## config.mk

```make
export PLATFORM = sky130hd
export DESIGN_NAME = fetch_rv32i
export DESIGN_NICKNAME = d
export VERILOG_FILES = /design/src/rtl/rv32i_pkg.sv /design/src/rtl/fifo_rv32i.sv /design/src/rtl/fetch_rv32i.sv
export SDC_FILE = /design/constraint.sdc
export NUM_CORES = 1
export LEC_CHECK = 0
export CORE_MARGIN = 2
export CORE_UTILIZATION = 55
export CTS_BUF_LIST = sky130_fd_sc_hd__clkbuf_8
export CTS_CLUSTER_SIZE = 16
export DETAILED_ROUTE_END_ITERATION = 8
export MAX_ROUTING_LAYER = met4
export PLACE_DENSITY_LB_ADDON = 0.2
export SYNTH_ARGS = -nofsm -noshare
export SYNTH_HDL_FRONTEND = slang
export SYNTH_SLANG_ARGS = --single-unit
```

## constraint.sdc

```tcl
create_clock -name clk -period 3 [get_ports clk]
set_clock_uncertainty 0.15 [all_clocks]
set_input_delay 0.6 -clock clk [delete_from_list [all_inputs] [get_ports clk]]
set_output_delay 0.6 -clock clk [all_outputs]
set_load 0.02 [all_outputs]
```

## src/rtl/rv32i_pkg.sv

```systemverilog
// Shared types and constants for the RV32I instruction-fetch stage.
package rv32i_pkg;

    localparam int unsigned XLEN  = 32;
    localparam int unsigned PKT_W = XLEN * 2 + 1;

    localparam logic [XLEN-1:0] NOP_INSTR = 32'h0000_0013;

    typedef enum logic [1:0] {
        ST_RUN   = 2'd0,
        ST_FAULT = 2'd1,
        ST_DRAIN = 2'd2
    } fetch_state_e;

    // One decode-bound fetch packet
    typedef struct packed {
        logic [XLEN-1:0] pc;
        logic [XLEN-1:0] instr;
        logic            fault;
    } fetch_pkt_t;

endpackage

```

## src/rtl/fifo_rv32i.sv

```systemverilog
// Synchronous FIFO with registered storage, synchronous clear and occupancy count.
module fifo_rv32i #(
    parameter int unsigned WIDTH = 8,
    parameter int unsigned DEPTH = 2
) (
    input  logic                       clk,
    input  logic                       rst_n,
    input  logic                       i_push,
    input  logic [WIDTH-1:0]           i_data,
    input  logic                       i_pop,
    input  logic                       i_clear,
    output logic [WIDTH-1:0]           o_data,
    output logic [$clog2(DEPTH+1)-1:0] o_count
);

    localparam int unsigned PTR_W = $clog2(DEPTH);
    localparam int unsigned CNT_W = $clog2(DEPTH + 1);

    logic [WIDTH-1:0] r_mem [DEPTH];
    logic [PTR_W-1:0] r_wr_ptr;
    logic [PTR_W-1:0] r_rd_ptr;
    logic [CNT_W-1:0] r_count;
    logic             w_do_push;
    logic             w_do_pop;

    // A push at full is accepted only when the head leaves in the same cycle
    assign w_do_pop  = i_pop && (r_count != '0);
    assign w_do_push = i_push && ((r_count != CNT_W'(DEPTH)) || w_do_pop);

    always_ff @(posedge clk or negedge rst_n) begin
        if (!rst_n) begin
            r_wr_ptr <= '0;
            r_rd_ptr <= '0;
            r_count  <= '0;
            for (int i = 0; i < int'(DEPTH); i++) begin
                r_mem[i] <= '0;
            end
        end else if (i_clear) begin
            r_wr_ptr <= '0;
            r_rd_ptr <= '0;
            r_count  <= '0;
        end else begin
            if (w_do_push) begin
                r_mem[r_wr_ptr] <= i_data;
                r_wr_ptr        <= r_wr_ptr + PTR_W'(1);
            end
            if (w_do_pop) begin
                r_rd_ptr <= r_rd_ptr + PTR_W'(1);
            end
            case ({w_do_push, w_do_pop})
                2'b10:   r_count <= r_count + CNT_W'(1);
                2'b01:   r_count <= r_count - CNT_W'(1);
                default: r_count <= r_count;
            endcase
        end
    end

    assign o_data  = r_mem[r_rd_ptr];
    assign o_count = r_count;

endmodule

```

## src/rtl/fetch_rv32i.sv

```systemverilog
// RV32I fetch stage: credit-limited imem requests, in-order response buffering,
// misaligned-PC fault packets and flush/drain handling toward decode.
module fetch_rv32i
    import rv32i_pkg::*;
#(
    parameter int unsigned FIFO_DEPTH      = 2,
    parameter int unsigned MAX_OUTSTANDING = 2
) (
    input  logic            clk,
    input  logic            rst,
    input  logic [XLEN-1:0] pc_i,
    input  logic            flush_i,
    output logic            pc_advance_o,
    output logic            imem_req_o,
    output logic [XLEN-1:0] imem_addr_o,
    input  logic            imem_gnt_i,
    input  logic            imem_rvalid_i,
    input  logic [XLEN-1:0] imem_rdata_i,
    output logic            id_valid_o,
    input  logic            id_ready_i,
    output logic [XLEN-1:0] id_pc_o,
    output logic [XLEN-1:0] id_instr_o,
    output logic            id_fault_o
);

    localparam int unsigned CNT_W = $clog2(FIFO_DEPTH + 1);
    localparam int unsigned OUT_W = $clog2(MAX_OUTSTANDING + 1);
    localparam int unsigned SUM_W = CNT_W + 1;

    fetch_state_e     r_state;
    fetch_state_e     w_state_nxt;
    logic [OUT_W-1:0] r_outstanding;
    logic [OUT_W-1:0] w_outstanding_nxt;
    logic [OUT_W-1:0] r_discard;
    logic [OUT_W-1:0] w_discard_nxt;

    logic [CNT_W-1:0] w_fifo_count;
    logic [CNT_W-1:0] w_pcq_count;
    logic [XLEN-1:0]  w_pcq_head;
    fetch_pkt_t       w_fifo_wdata;
    fetch_pkt_t       w_fifo_head;

    logic w_aligned;
    logic w_room;
    logic w_req;
    logic w_gnt;
    logic w_rvalid;
    logic w_keep_rdata;
    logic w_fault_push;
    logic w_fifo_push;
    logic w_fifo_pop;
    logic w_id_valid;

    // Every grant reserves a buffer slot so a returning word always has room
    assign w_aligned = (pc_i[1:0] == 2'b00);
    assign w_room    = (SUM_W'(w_fifo_count) + SUM_W'(r_outstanding)) < SUM_W'(FIFO_DEPTH);
    assign w_req     = rst && (r_state == ST_RUN) && !flush_i && w_aligned
                       && (r_outstanding < OUT_W'(MAX_OUTSTANDING)) && w_room;
    assign w_gnt     = w_req && imem_gnt_i;
    assign w_rvalid  = imem_rvalid_i && (r_outstanding != '0);

    assign w_keep_rdata = w_rvalid && !flush_i && (r_discard == '0);
    // Fault packet waits for in-flight words so the two pushes never collide
    assign w_fault_push = (r_state == ST_RUN) && !flush_i && !w_aligned
                          && (r_outstanding == '0) && (w_fifo_count != CNT_W'(FIFO_DEPTH));
    assign w_fifo_push  = w_keep_rdata || w_fault_push;
    assign w_id_valid   = (w_fifo_count != '0);
    assign w_fifo_pop   = w_id_valid && id_ready_i && !flush_i;

    always_comb begin
        w_fifo_wdata = '0;
        if (w_fault_push) begin
            w_fifo_wdata.pc    = pc_i;
            w_fifo_wdata.instr = NOP_INSTR;
            w_fifo_wdata.fault = 1'b1;
        end else begin
            w_fifo_wdata.pc    = w_pcq_head;
            w_fifo_wdata.instr = imem_rdata_i;
            w_fifo_wdata.fault = 1'b0;
        end
    end

    fifo_rv32i #(
        .WIDTH (PKT_W),
        .DEPTH (FIFO_DEPTH)
    ) u_fetch_buf (
        .clk     (clk),
        .rst_n   (rst),
        .i_push  (w_fifo_push),
        .i_data  (w_fifo_wdata),
        .i_pop   (w_fifo_pop),
        .i_clear (flush_i),
        .o_data  (w_fifo_head),
        .o_count (w_fifo_count)
    );

    // PCs of granted requests, matched in order with rvalid responses
    fifo_rv32i #(
        .WIDTH (XLEN),
        .DEPTH (FIFO_DEPTH)
    ) u_pc_queue (
        .clk     (clk),
        .rst_n   (rst),
        .i_push  (w_gnt),
        .i_data  (pc_i),
        .i_pop   (w_rvalid),
        .i_clear (1'b0),
        .o_data  (w_pcq_head),
        .o_count (w_pcq_count)
    );

    always_ff @(posedge clk or negedge rst) begin
        if (!rst) begin
            r_state       <= ST_RUN;
            r_outstanding <= '0;
            r_discard     <= '0;
        end else begin
            r_state       <= w_state_nxt;
            r_outstanding <= w_outstanding_nxt;
            r_discard     <= w_discard_nxt;
        end
    end

    always_comb begin
        w_state_nxt       = r_state;
        w_outstanding_nxt = r_outstanding;
        w_discard_nxt     = r_discard;

        case ({w_gnt, w_rvalid})
            2'b10:   w_outstanding_nxt = r_outstanding + OUT_W'(1);
            2'b01:   w_outstanding_nxt = r_outstanding - OUT_W'(1);
            default: w_outstanding_nxt = r_outstanding;
        endcase

        if (flush_i) begin
            // Everything still in flight after this cycle must be dropped
            w_discard_nxt = r_outstanding - OUT_W'(w_rvalid);
            w_state_nxt   = (w_discard_nxt != '0) ? ST_DRAIN : ST_RUN;
        end else begin
            if (w_rvalid && (r_discard != '0)) begin
                w_discard_nxt = r_discard - OUT_W'(1);
            end
            case (r_state)
                ST_RUN:   if (w_fault_push) w_state_nxt = ST_FAULT;
                ST_FAULT: w_state_nxt = ST_FAULT;
                ST_DRAIN: if (w_discard_nxt == '0) w_state_nxt = ST_RUN;
                default:  w_state_nxt = ST_RUN;
            endcase
        end
    end

    assign pc_advance_o = w_gnt;
    assign imem_req_o   = w_req;
    assign imem_addr_o  = rst ? pc_i : '0;
    assign id_valid_o   = w_id_valid;
    assign id_pc_o      = w_id_valid ? w_fifo_head.pc : '0;
    assign id_instr_o   = w_id_valid ? w_fifo_head.instr : '0;
    assign id_fault_o   = w_id_valid && w_fifo_head.fault;

    a_rvalid_protocol: assert property (@(posedge clk) disable iff (!rst)
        !(imem_rvalid_i && (r_outstanding == '0)));
    a_pcq_tracks_outstanding: assert property (@(posedge clk) disable iff (!rst)
        w_pcq_count == CNT_W'(r_outstanding));

endmodule

```

Word-level counts from Yosys, hierarchy flattened
Index checks and enable logic that the tools add are counted.
{ "totals": {"regBits": 208, "input_bits": 70, "output_inout_bits": 100, "elab_cells": 128} }
{ "classes": {"addsub": 13, "n_lt_le_gt_ge": 8, "n_eq_ne": 12, "mux": 32, "bitwise": 5, "n_reduce_logical": 45} }
{ "op_table": {"columns": ["operator", "n"], "rows": [
  ["$mux W65", 5],
  ["$mux W32", 7],
  ["$bwmux W130", 1],
  ["$demux W65 S1", 1],
  ["$bwmux W64", 1],
  ["$demux W32 S1", 1],
  ["$logic_and A1 B1 Y1", 23],
  ["$reduce_bool A2 Y1", 9],
  ["$mux W2", 8],
  ["$pmux W2 S2", 3],
  ["$logic_not A2 Y1", 5],
  ["$eq A2 B1 Y1 const B", 4],
  ["$eq A2 B2 Y1 const B", 4],
  ["$ge A2 B2 Y1 const B", 4],
  ["$not A1 Y2", 4],
  ["$sub A2 B1 Y2 const B", 4],
  ["$add A2 B1 Y2 const B", 3],
  ["$ne A3 B3 Y1 const B", 2],
  ["$pmux W2 S3", 1],
  ["$add A1 B1 Y1 const B", 4],
  ["$lt A2 B1 Y1 const B", 2],
  ["$mux W1", 4],
  ["$ne A2 B2 Y1 const B", 2],
  ["$reduce_and A2 Y1", 2],
  ["other kinds (8)", 11]
]} }

Depth between registers and ports, before layout
Gate-level depths: netlist of run 1.
{ "logic_depth": {"ltp_word": 10, "mapped_depth": 11, "mapped_depth_nobuf": 11} }

Hierarchy
Synthesis of run 1 repeated with hierarchy kept, for this count alone.
{ "unflattened": {"hier_cells": 799, "area_unflattened_um2": 10787.8} }
{ "by_module_without_submodules": {"columns": ["mod", "instances", "cells_each", "area_each_um2", "seq_area_each_um2"], "rows": [
  ["fifo_rv32i at u_fetch_buf", 1, 371, 5952.0, 3353.2],
  ["fifo_rv32i at u_pc_queue", 1, 196, 3089.2, 1701.6],
  ["fetch_rv32i", 1, 232, 1746.7, 150.1]
]} }

Worst setup path before layout of run 1
No wires, ideal clock.
{ "synth_path": {"path_type": "flip-flop to flip-flop", "start": "register r_outstanding[0]", "end": "register u_pc_queue.r_mem[13] (netlist name)", "setup_time_ns": 0.125, "t_arrival_ns": 2.483, "t_required_ns": 2.725, "setup_slack_ns": 0.242, "path_stages_with_launch": 11, "n_path_buf": 2, "synth_period_minus_slack_ns": 2.758, "cell_sequence": "dfrtp_1 inv_1 nor2_1 fa_1 nor4b_4 nand4_2 inv_1 and3_1 buf_4 buf_6 mux2_2"} }
{ "synth_between": {"elab_chain_len": 5, "elab_cells_between_ends": 11, "classes_between": "add/sub (1); order compare (2); reduce/logical (8)"} }
{ "synth_rtl": {"columns": ["element", "line", "source"], "rows": [
  ["start: declaration", "fetch_rv32i.sv:32", "logic [OUT_W-1:0] r_outstanding;"],
  ["start signal: assignment", "fetch_rv32i.sv:119", "r_outstanding <= w_outstanding_nxt;"],
  ["$add A2 B2 Y3 or $lt A2 B2 Y1 (tied branches)", "fetch_rv32i.sv:56, fetch_rv32i.sv:58", null],
  ["$lt A3 B2 Y1 or $logic_and A1 B1 Y1 (tied branches)", "fetch_rv32i.sv:56, fetch_rv32i.sv:58", null],
  ["$logic_and A1 B1 Y1 (*)", "fetch_rv32i.sv:58", "&& (r_outstanding < OUT_W'(MAX_OUTSTANDING)) && w_room;"],
  ["$logic_and A1 B1 Y1 (*)", "fetch_rv32i.sv:59", "assign w_gnt = w_req && imem_gnt_i;"],
  ["net pc_advance_o", "fetch_rv32i.sv:13", "output logic pc_advance_o,"],
  ["$logic_and A1 B1 Y1 (*)", "fifo_rv32i.sv:28", "assign w_do_push = i_push && ((r_count != CNT_W'(DEPTH)) || w_do_pop);"],
  ["end signal: indexed assignment", "fifo_rv32i.sv:44", "r_mem[r_wr_ptr] <= i_data;"],
  ["end: declaration", "fifo_rv32i.sv:19", "logic [WIDTH-1:0] r_mem [DEPTH];"]
]} }
The timed path passes the listed nets; every way through them passes the cells marked *.
A chain may end at the register's enable or synchronous reset.

Worst setup path in the final report of run 1
{ "layout_path": {"start": "register u_fetch_buf.r_rd_ptr", "end": "output id_fault_o"} }
{ "layout_between": {"elab_chain_len": 5} }
{ "layout_rtl": {"columns": ["element", "line", "source"], "rows": [
  ["start: declaration", "fifo_rv32i.sv:21", "logic [PTR_W-1:0] r_rd_ptr;"],
  ["start signal: assignment", "fifo_rv32i.sv:48", "r_rd_ptr <= r_rd_ptr + PTR_W'(1);"],
  ["$not A1 Y2 (not written as such)", "fifo_rv32i.sv:58", "assign o_data = r_mem[r_rd_ptr];"],
  ["$mux W65 (not written as such) (3 in a row)", "fifo_rv32i.sv:58", null],
  ["$logic_and A1 B1 Y1", "fetch_rv32i.sv:158", "assign id_fault_o = w_id_valid && w_fifo_head.fault;"],
  ["end: declaration", "fetch_rv32i.sv:23", "output logic id_fault_o"]
]} }
Every way passes these cells. The select of a mux whose other input is x is not followed.

==> reports/results.tsv, run 1 <==
metric	value	unit
dpl cells	1335	
fraction of layout cells with a size suffix above 1	14.0	%
Starting Density	55.7	%
Critical Path RT	2.25	ns
Die Y	138	um
worst-margin pin slew	0.751	ns
CP Capture Type	output pin	
die area	19100	um2
Total Nets Final	1225	
final instance area	12700	um2
Post-Layout Cell Count	1401	
wire length of the first global-routing pass	37.5	mm
Max Slew Vio Count	0	
post-DP HPWL	14.6	mm
Clock Path Buffers	3	
crit-path max FO	10	
#FFs+latches synth	208	
number of synthesized flops with an enable pin	0	
syn nets	1045	
drt drc	0	
Synth area leaders	dfrtp_1 (53%), mux2i_1 (9.9%), nand2_1 (6.3%)	
CTS tree	built	
cell with the most instances after synthesis	dfrtp_1	
via count	7371	
H-tree levels	2	
slew margin rel.	49.8	%
IO Pins	170	
clock sink total	208	
crit path launch	u_fetch_buf.r_rd_ptr	
port bufs	169	
Max VDD drop	0.000367	V
Worst-path clk slew	0.06	ns
YS warnings	0	
Final Hold Viols	0	
Avg Cell Area, Syn	10.2	um2
Congestion Overflow GR	0	
Min Hold Slack	0.0866	ns
Period minus WS final	2.96	ns
Hold Path Class	primary input to asynchronous set/reset pin	
root buffer cell	clkbuf_8	
reg-to-reg setup timing slack	0.32	ns
initial antenna violation count	1	
synthesis-to-layout area growth	28.5	%
CP startpoint kind	flop	
post-placement cell area	12000	um2
final antenna-violating net count	0	
count of cell types in the netlist	44	
largest area contributor in the netlist	dfrtp_1	
RR Startpoint	u_fetch_buf.o_count[0]	
vias per inst	5.26	
R2R cell count	10	
worst setup path class	flop to output pin	
FMAX	338	MHz
largest net degree at the start of global routing	75	
commonest cells in the netlist	dfrtp_1 (208), nand2_1 (165), nor2_1 (112)	
Finish-stage setup viols	0	
DRT Pass-1 Iters	5	
Arrival @ worst endpoint	2.21	ns
Starting DRT DRC Count	396	
Synth top area share	52.6	%
area of the core	17800	um2
sequential area share after synthesis	52.6	%
Lkg Pwr	5.89	nW
Main synth FF type	dfrtp_1	
Total Wirelength	22.5	mm
TritonCTS buffer count	35	
outcome	finished, final reports clean	
PD cells	744	nW/um2
max-cap viol count	0	
die width	138	um
GRT Overall Usage	24.5	%
vias in the first global route	7452	
post-synthesis cell area	9900	um2
fin crit share	98.5	%
Async SR Flop Fraction	100	%
wire per inst	16.1	um
Clock Latency Late Sink	0.51	ns
Post-Syn Instances	970	
# rows	49	
Placer Congestion	0.795	
==> per-layer routing <==
metal | wire, um | vias up | global-route usage, %
li1 | - | 3624 | -
met5 | 0 | - | -
met1 | 10300 | 3537 | 32.5
met3 | 1090 | 29 | 4.81
met4 | 376 | 0 | 5.85
met2 | 10700 | 181 | 39.6
==> critical path, stage by stage (launching register included) <==
cell,delay [ns]
dfrtp_4,0.56
buf_4,0.23
mux2i_1,0.13
nor2_1,0.12
clkdlybuf4s50_1,0.66
==> layout make-up <==
| class | count | area, um2 |
|---|---|---|
| flip-flops and latches | 208 | 5210 |
| fillers | 1373 | 5060 |
| multi-input cells | 682 | 4340 |
| repair buffers | 213 | 2210 |
| clock buffers | 41 | 564 |
| well taps | 229 | 287 |
| clock inverters | 17 | 63.8 |
| inverters | 10 | 37.5 |
| diodes | 1 | 2.50 |
==> through the flow <==
step                      TNS (ns)  util, %  setup WS (ns)  total power [mW]
after global placement     -0.0244     67.5        -0.0244              7.06
after CTS                  -0.0682     71.2        -0.0682              9.51
after global routing       -0.0199     71.5        -0.0111              10.1
after detailed placement  -0.00928     67.5       -0.00928              7.20
final                            0     71.5         0.0442              9.46
after floorplan                  0        -          0.242              6.18
==> report_power, final <==
| group | leakage (nW) | switching [mW] | internal, mW |
|---|---|---|---|
| sequential | 2.79 | 0.552 | 3.68 |
| combinational | 2.72 | 1.52 | 1.44 |
| clock | 0.385 | 1.04 | 1.23 |
| total | 5.89 | 3.12 | 6.35 |
==> state kept, by name, indices dropped and copies added, names as in the netlist <==
signal                flops
u_pc_queue.r_wr_ptr       1
u_fetch_buf.r_wr_ptr      1
u_pc_queue.r_mem         64
u_pc_queue.r_rd_ptr       1
r_state                   2
r_outstanding             2
u_pc_queue.o_count        2
u_fetch_buf.o_count       2
r_discard                 2
u_fetch_buf.r_rd_ptr      1
u_fetch_buf.r_mem       130
==> worst paths after layout <==
kind | end
min in group clk | u_fetch_buf.r_mem[107]
worst min register to register | u_fetch_buf.r_mem[107]
worst min-delay path | u_fetch_buf.r_wr_ptr
max in group asynchronous | r_state[0]
worst max register to register | u_pc_queue.r_mem[57]
worst max-delay path | id_fault_o
==> cell families (layout without fill, tap and decap cells) <==
kind of cell / after synthesis / count (layout) / share of synthesized area, %
adder cells (fa/ha/maj): 5 / 5 / 0.708
XOR/XNOR: 12 / 12 / 1.06
multiplexers: 158 / 158 / 17.8
flip-flops: 208 / 208 / 52.6
other: 0 / 1 / 0
AND/OR/NAND/NOR: 332 / 332 / 14.4
buffers and inverters: 80 / 281 / 4.13
AO/OA/AOI/OAI: 175 / 175 / 9.29
==> repair_timing <==
item	in CTS	in global routing
gates resized for setup	7	15
hold endpoints to repair	21	0
setup buffers	2	3
pin swaps	0	3
endpoints found under the setup margin	49	14
hold buffers	2	0
gates cloned	0	0
==> cell usage in the layout (no fill, tap or decap), drive strengths merged, types with 2 or more instances in the layout <==
| cell | instances |
|---|---|
| dlygate4sd3 | 2 |
| mux2 | 60 |
| clkdlybuf4s50 | 162 |
| nor2b | 4 |
| nand2 | 165 |
| a21oi | 33 |
| o21ai | 135 |
| xor2 | 6 |
| buf | 45 |
| and3 | 2 |
| nor2 | 112 |
| dfrtp | 208 |
| nor4bb | 2 |
| xnor2 | 6 |
| clkbuf | 41 |
| nor3 | 4 |
| inv | 27 |
| ha | 4 |
| mux2i | 98 |
| and2 | 34 |
| dlymetal6s2s | 4 |
(Power assumes the default switching activity.)
==> run 2, diff against run 1 <==
--- a/constraint.sdc
+++ b/constraint.sdc
@@ -4,2 +4,2 @@
 set_output_delay 0.6 -clock clk [all_outputs]
-set_load 0.02 [all_outputs]
+set_load 0.005 [all_outputs]
==> run 2 against run 1 <==
Power is 0.69% lower. Sequential cell count is the same. First-iteration DRC count shrank 23%. Largest cell class unchanged. Sequential share of layout area fell by 0.14 points. Maximum frequency is 0.98% higher. Critical path type unchanged. Global-route usage rose by 0.40 points. Largest power group unchanged. Critical path depth did not move.
==> reports/results.tsv, run 2 (synthesized netlist as in run 1, its figures left out) <==
metric	value	unit	change
GRT Overall Usage	24.9	%	was 24.5%
vias in the first global route	7604		was 7452
# rows	49		unchanged
family with the most delay on the worst path	buffers and inverters		unchanged
FMAX	342	MHz	was 338 MHz
largest net degree at the start of global routing	78		was 75
wire per inst	16.1	um	about the same
Starting Density	55.7	%	unchanged
final antenna-violating net count	0		unchanged
Clock Path Buffers	3		unchanged
Crit-path slowest cell	dfrtp_4		was clkdlybuf4s50_1
reg-to-reg setup timing slack	0.31	ns	was 0.32 ns
max-cap viol count	0		unchanged
Sw Pwr	3.02	mW	was 3.12 mW
Max VDD drop	0.000505	V	was 0.000367 V
drt drc	0		unchanged
Max Slew Vio Count	0		unchanged
Arrival @ worst endpoint	2.18	ns	was 2.21 ns
slew margin rel.	29.4	%	was 49.8%
Clock Latency Late Sink	0.52	ns	was 0.51 ns
Total Wirelength	22.6	mm	was 22.5 mm
fin crit share	97.6	%	was 98.5%
flip-flop count of the largest register after layout	130		unchanged
wire length of the first global-routing pass	38.1	mm	was 37.5 mm
IO Pins	170		unchanged
CP Capture Type	output pin		unchanged
post-placement cell area	12000	um2	about the same
Biggest register	u_fetch_buf.r_mem		unchanged
synthesis-to-layout area growth	28.9	%	was 28.5%
post-layout util	71.8	%	was 71.5%
CTS tree	built		unchanged
RSZ-0062 raised after global routing	true		
P_int	6.38	mW	was 6.35 mW
via count	7370		was 7371
port bufs	169		unchanged
Hold Path Class	flop to flop		was primary input to asynchronous set/reset pin
worst setup path class	flop to output pin		unchanged
clock power share	25.0	%	was 24.0%
crit path cell chain	buf_12, mux2i_1, nor2_1, clkdlybuf4s50_1		was buf_4, mux2i_1, nor2_1, clkdlybuf4s50_1
Total Nets Final	1224		was 1225
PD cells	737	nW/um2	was 744 nW/um2
CP startpoint kind	flop		unchanged
Placer Congestion	0.798		was 0.795
Reg power frac	45.1	%	was 44.8%
area of the core	17800	um2	unchanged
most common cell after layout, fill and taps aside	dfrtp_1		unchanged
die width	138	um	unchanged
DRT Pass-1 Iters	4		was 5
vias per inst	5.25		was 5.26
post-DP HPWL	14.1	mm	was 14.6 mm
initial antenna violation count	1		unchanged
# fillers	1372		was 1373
Min Hold Slack	0.329	ns	was 0.0866 ns
CP peak stage delay	0.64	ns	was 0.66 ns
outcome	finished, final reports clean		unchanged
combinational share of power	29.9	%	was 31.2%
fraction of layout cells with a size suffix above 1	14.1	%	was 14.0%
H-tree levels	2		unchanged
Top Registers	u_fetch_buf.r_mem x130, u_pc_queue.r_mem x64		unchanged
sw frac	32.1	%	was 32.9%
Period minus WS final	2.93	ns	was 2.96 ns
die area	19100	um2	unchanged
Worst-path clk slew	0.06	ns	about the same
Starting DRT DRC Count	305		was 396
Lkg Pwr	5.87	nW	was 5.89 nW
root buffer cell	clkbuf_8		unchanged
Finish-stage setup viols	0		unchanged
Congestion Overflow GR	0		unchanged
crit-path max FO	13		was 10
Final Hold Viols	0		unchanged
worst-margin pin slew	1.06	ns	was 0.751 ns
commonest non-fill, non-tap cells in the layout	dfrtp_1 (206), nand2_1 (165), clkdlybuf4s50_1 (165)		was dfrtp_1 (206), nand2_1 (165), clkdlybuf4s50_1 (162)
WP buf/inv	2		unchanged
Die Y	138	um	unchanged
final instance area	12800	um2	was 12700 um2
TritonCTS buffer count	35		unchanged
clock sink total	208		unchanged
Critical Path RT	2.25	ns	about the same
run 2: changes by cell type in the layout (fill, tap and decap cells not counted):
| cell | change |
|---|---|
| buf_6 | -2 |
| inv_2 | -1 |
| nor2_4 | -1 |
| buf_8 | +1 |
| buf_12 | +3 |
| clkinv_2 | +1 |
| clkbuf_8 | +2 |
| buf_4 | -5 |
| nor2_2 | +1 |
| dlymetal6s2s_1 | -3 |
| buf_2 | +2 |
| clkdlybuf4s50_1 | +3 |
| inv_1 | +1 |
run 2: stage by stage:
stage	setup WS, ns	total power [mW]	setup TNS, ns	cells
after floorplan	0.360	6.07	0	970
after global placement	0.0951	6.94	0	1333
after detailed placement	0.0532	7.07	0	1333
after CTS	-0.0191	9.48	-0.0191	1398
after global routing	-0.0448	10.1	-0.0448	1403
final	0.0727	9.40	0	1403
run 2: path summary, 6_finish.rpt:
kind                                             start  depth (start not counted)                endpoint
worst max-delay path              u_fetch_buf.r_rd_ptr                          4              id_pc_o[5]
worst min-delay path            u_fetch_buf.r_mem[113]                          2  u_fetch_buf.r_mem[113]
worst max register to register  u_fetch_buf.o_count[0]                         10    u_pc_queue.r_mem[62]
worst min register to register  u_fetch_buf.r_mem[113]                          2  u_fetch_buf.r_mem[113]
max in group asynchronous                          rst                          4  u_fetch_buf.r_mem[120]
min in group asynchronous                          rst                          2   u_fetch_buf.r_mem[36]
run 2: per-layer routing:
layer,vias to the layer above,wire length (um),track usage (%)
met2,173,11100,40.7
met5,-,0,-
met1,3544,9990,31.8
met3,27,1090,5.23
li1,3626,-,-
met4,0,427,7.25
run 2: final cells by class:
class / instances / area (um2) / area share [%]
Antenna cell: 1 / 2.50 / 0.0196
Clock buffer: 43 / 592 / 4.64
Clock inverter: 18 / 68.8 / 0.539
Inverter: 10 / 37.5 / 0.294
Multi-Input combinational cell: 682 / 4340 / 34.0
Sequential cell: 208 / 5210 / 40.8
Tap cell: 229 / 287 / 2.25
Timing Repair Buffer: 212 / 2220 / 17.4
run 2: power by group through the flow:
stage | sequential [mW] | clock [mW] | combinational, mW
finish | 4.24 | 2.35 | 2.81
global placement | 4.23 | 0 | 2.70
detailed placement | 4.28 | 0 | 2.79
CTS | 4.23 | 2.41 | 2.84
global route | 4.35 | 2.55 | 3.16
floorplan | 4.09 | 0 | 1.99
run 2: repair_timing:
action / in CTS / in global routing
pin swaps: 3 / 2
setup buffers: 1 / 4
resized for setup: 11 / 2
hold endpoints to repair: 71 / 0
endpoints found under the setup margin: 40 / 4
hold buffers: 3 / 0
run 2: worst register-to-register path: stages, from the launching register on:
cell and delay, ns:
dfrtp_1 0.37, inv_2 0.05, nor2_2 0.14, fa_2 0.46
nor4b_4 0.28, nand4_2 0.16, buf_4 0.19, nor2b_4 0.13
nand2b_2 0.09, buf_12 0.19, mux2_4 0.34
==> run 3, diff against run 2 <==
Settings changed: SKIP_LAST_GASP set to 1.
==> run 3 against run 2 <==
Combinational power barely moved. Highest routed layer unchanged. Cell count did not move. Routed wire length barely moved. Largest power group unchanged. Non-clock buffer count did not move.
==> reports/results.tsv, run 3 (synthesized netlist as in run 1, its figures left out) <==
metric	value	unit	change
IO Pins	170		unchanged
Placer Congestion	0.798		unchanged
post-placement cell area	12000	um2	unchanged
largest net degree at the start of global routing	78		unchanged
initial antenna violation count	1		unchanged
GRT busiest layer	met2		unchanged
final antenna-violating net count	0		unchanged
# rows	49		unchanged
drt drc	0		unchanged
Worst-path clk slew	0.06	ns	about the same
Finish-stage setup viols	0		unchanged
area of the multi-input gates	4340	um2	unchanged
slew margin rel.	29.4	%	unchanged
synthesis-to-layout area growth	28.9	%	unchanged
DRT Pass-1 Iters	4		unchanged
RSZ-0062 raised after global routing	true		unchanged
Lkg Pwr	5.87	nW	unchanged
Final Hold Viols	0		unchanged
wire per inst	16.1	um	about the same
Starting Density	55.7	%	unchanged
FMAX	342	MHz	unchanged
met2 usage	40.7	%	unchanged
outcome	finished, final reports clean		unchanged
vias per inst	5.25		unchanged
worst setup margin	0.0727	ns	unchanged
flip-flop count of the largest register after layout	130		unchanged
Biggest register	u_fetch_buf.r_mem		unchanged
Arrival @ worst endpoint	2.18	ns	about the same
Congestion Overflow GR	0		unchanged
H-tree levels	2		unchanged
GR Util met1	31.8	%	unchanged
Top Registers	u_fetch_buf.r_mem x130, u_pc_queue.r_mem x64		unchanged
clock power share	25.0	%	about the same
clock sink total	208		unchanged
post-DP HPWL	14.1	mm	unchanged
final instance area	12800	um2	unchanged
PD cells	737	nW/um2	about the same
root buffer cell	clkbuf_8		unchanged
TritonCTS buffer count	35		unchanged
Starting DRT DRC Count	305		unchanged
wire length of the first global-routing pass	38.1	mm	unchanged
most common cell after layout, fill and taps aside	dfrtp_1		unchanged
CP Capture Type	output pin		unchanged
CP startpoint kind	flop		unchanged
die area	19100	um2	unchanged
area of the core	17800	um2	unchanged
Register Area	5210	um2	unchanged
Total Wirelength	22.6	mm	about the same
# fillers	1372		unchanged
combinational share of power	29.9	%	about the same
met3 Usage GRT	5.23	%	unchanged
Critical Path RT	2.25	ns	about the same
commonest non-fill, non-tap cells in the layout	dfrtp_1 (206), nand2_1 (165), clkdlybuf4s50_1 (165)		unchanged
vias in the first global route	7604		unchanged
Period minus WS final	2.93	ns	unchanged
Sw Pwr	3.02	mW	about the same
port bufs	169		unchanged
worst setup path class	flop to output pin		unchanged
Clock Path Buffers	3		unchanged
die width	138	um	unchanged
Max Slew Vio Count	0		unchanged
Clock Latency Late Sink	0.52	ns	about the same
Hold Path Class	flop to flop		unchanged
Max VDD drop	0.000505	V	about the same
P_int	6.38	mW	unchanged
worst-margin pin slew	1.06	ns	unchanged
Reg power frac	45.1	%	about the same
crit-path max FO	13		unchanged
Min Hold Slack	0.329	ns	unchanged
fin crit share	97.6	%	unchanged
via count	7370		unchanged
max-cap viol count	0		unchanged
pre-CTS worst setup slack	0.0532	ns	unchanged
CTS tree	built		unchanged
Die Y	138	um	unchanged
Total Nets Final	1224		unchanged
GRT Overall Usage	24.9	%	unchanged
fraction of layout cells with a size suffix above 1	14.1	%	unchanged
sw frac	32.1	%	about the same
## run 3: per-stage QoR
stage / cells / setup TNS, ns / util [%] / total power [mW]
after floorplan: 970 / 0 / - / 6.07
after global placement: 1333 / 0 / 67.6 / 6.94
after detailed placement: 1333 / 0 / 67.6 / 7.07
after CTS: 1398 / -0.0191 / 71.6 / 9.48
after global routing: 1403 / -0.0448 / 71.8 / 10.1
final: 1403 / 0 / 71.8 / 9.40
## run 3: layout make-up
type / count / area share, %
tap: 229 / 2.25
antenna: 1 / 0.0196
clock inverter: 18 / 0.539
inverter: 10 / 0.294
multi-input combinational: 682 / 34.0
clock buffer: 43 / 4.64
sequential: 208 / 40.8
timing repair buffer: 212 / 17.4
## run 3: path summary, 6_finish.rpt
check	endpoint	startpoint	depth (start not counted)	slack, ns
min in group asynchronous	u_fetch_buf.r_mem[36]	rst	2	0.35
setup reg to reg	u_pc_queue.r_mem[62]	u_fetch_buf.o_count[0]	10	0.31
hold / removal	u_fetch_buf.r_mem[113]	u_fetch_buf.r_mem[113]	2	0.33
max in group asynchronous	u_fetch_buf.r_mem[120]	rst	4	0.54
hold reg to reg	u_fetch_buf.r_mem[113]	u_fetch_buf.r_mem[113]	2	0.33
setup / recovery	id_pc_o[5]	u_fetch_buf.r_rd_ptr	4	0.07
## run 3: worst max-delay path: stages, from the launching register on
cell and delay, ns:
dfrtp_4 0.64, buf_12 0.21, mux2i_1 0.29, nor2_1 0.07, clkdlybuf4s50_1 0.45
## run 3: power groups by stage
stage	sequential, mW	combinational, mW	clock [mW]
after global placement	4.23	2.70	0
after global routing	4.35	3.16	2.55
after floorplan	4.09	1.99	0
after detailed placement	4.28	2.79	0
final	4.24	2.81	2.35
after CTS	4.23	2.84	2.41
## run 3: layer usage
layer  share of wire [%]  vias up
met5                   0        -
met4                 1.9        0
met3                 4.8       27
met2                  49      173
met1                  44     3544
li1                    -     3626
## run 3: what timing repair did
action                     4_1_cts  5_1_grt
hold endpoints to repair        71        0
gates resized for setup         11        2
pin swaps                        3        2
hold buffers                     3        0
cloned                           0        0
setup endpoints to repair       40        4
setup buffers                    1        4
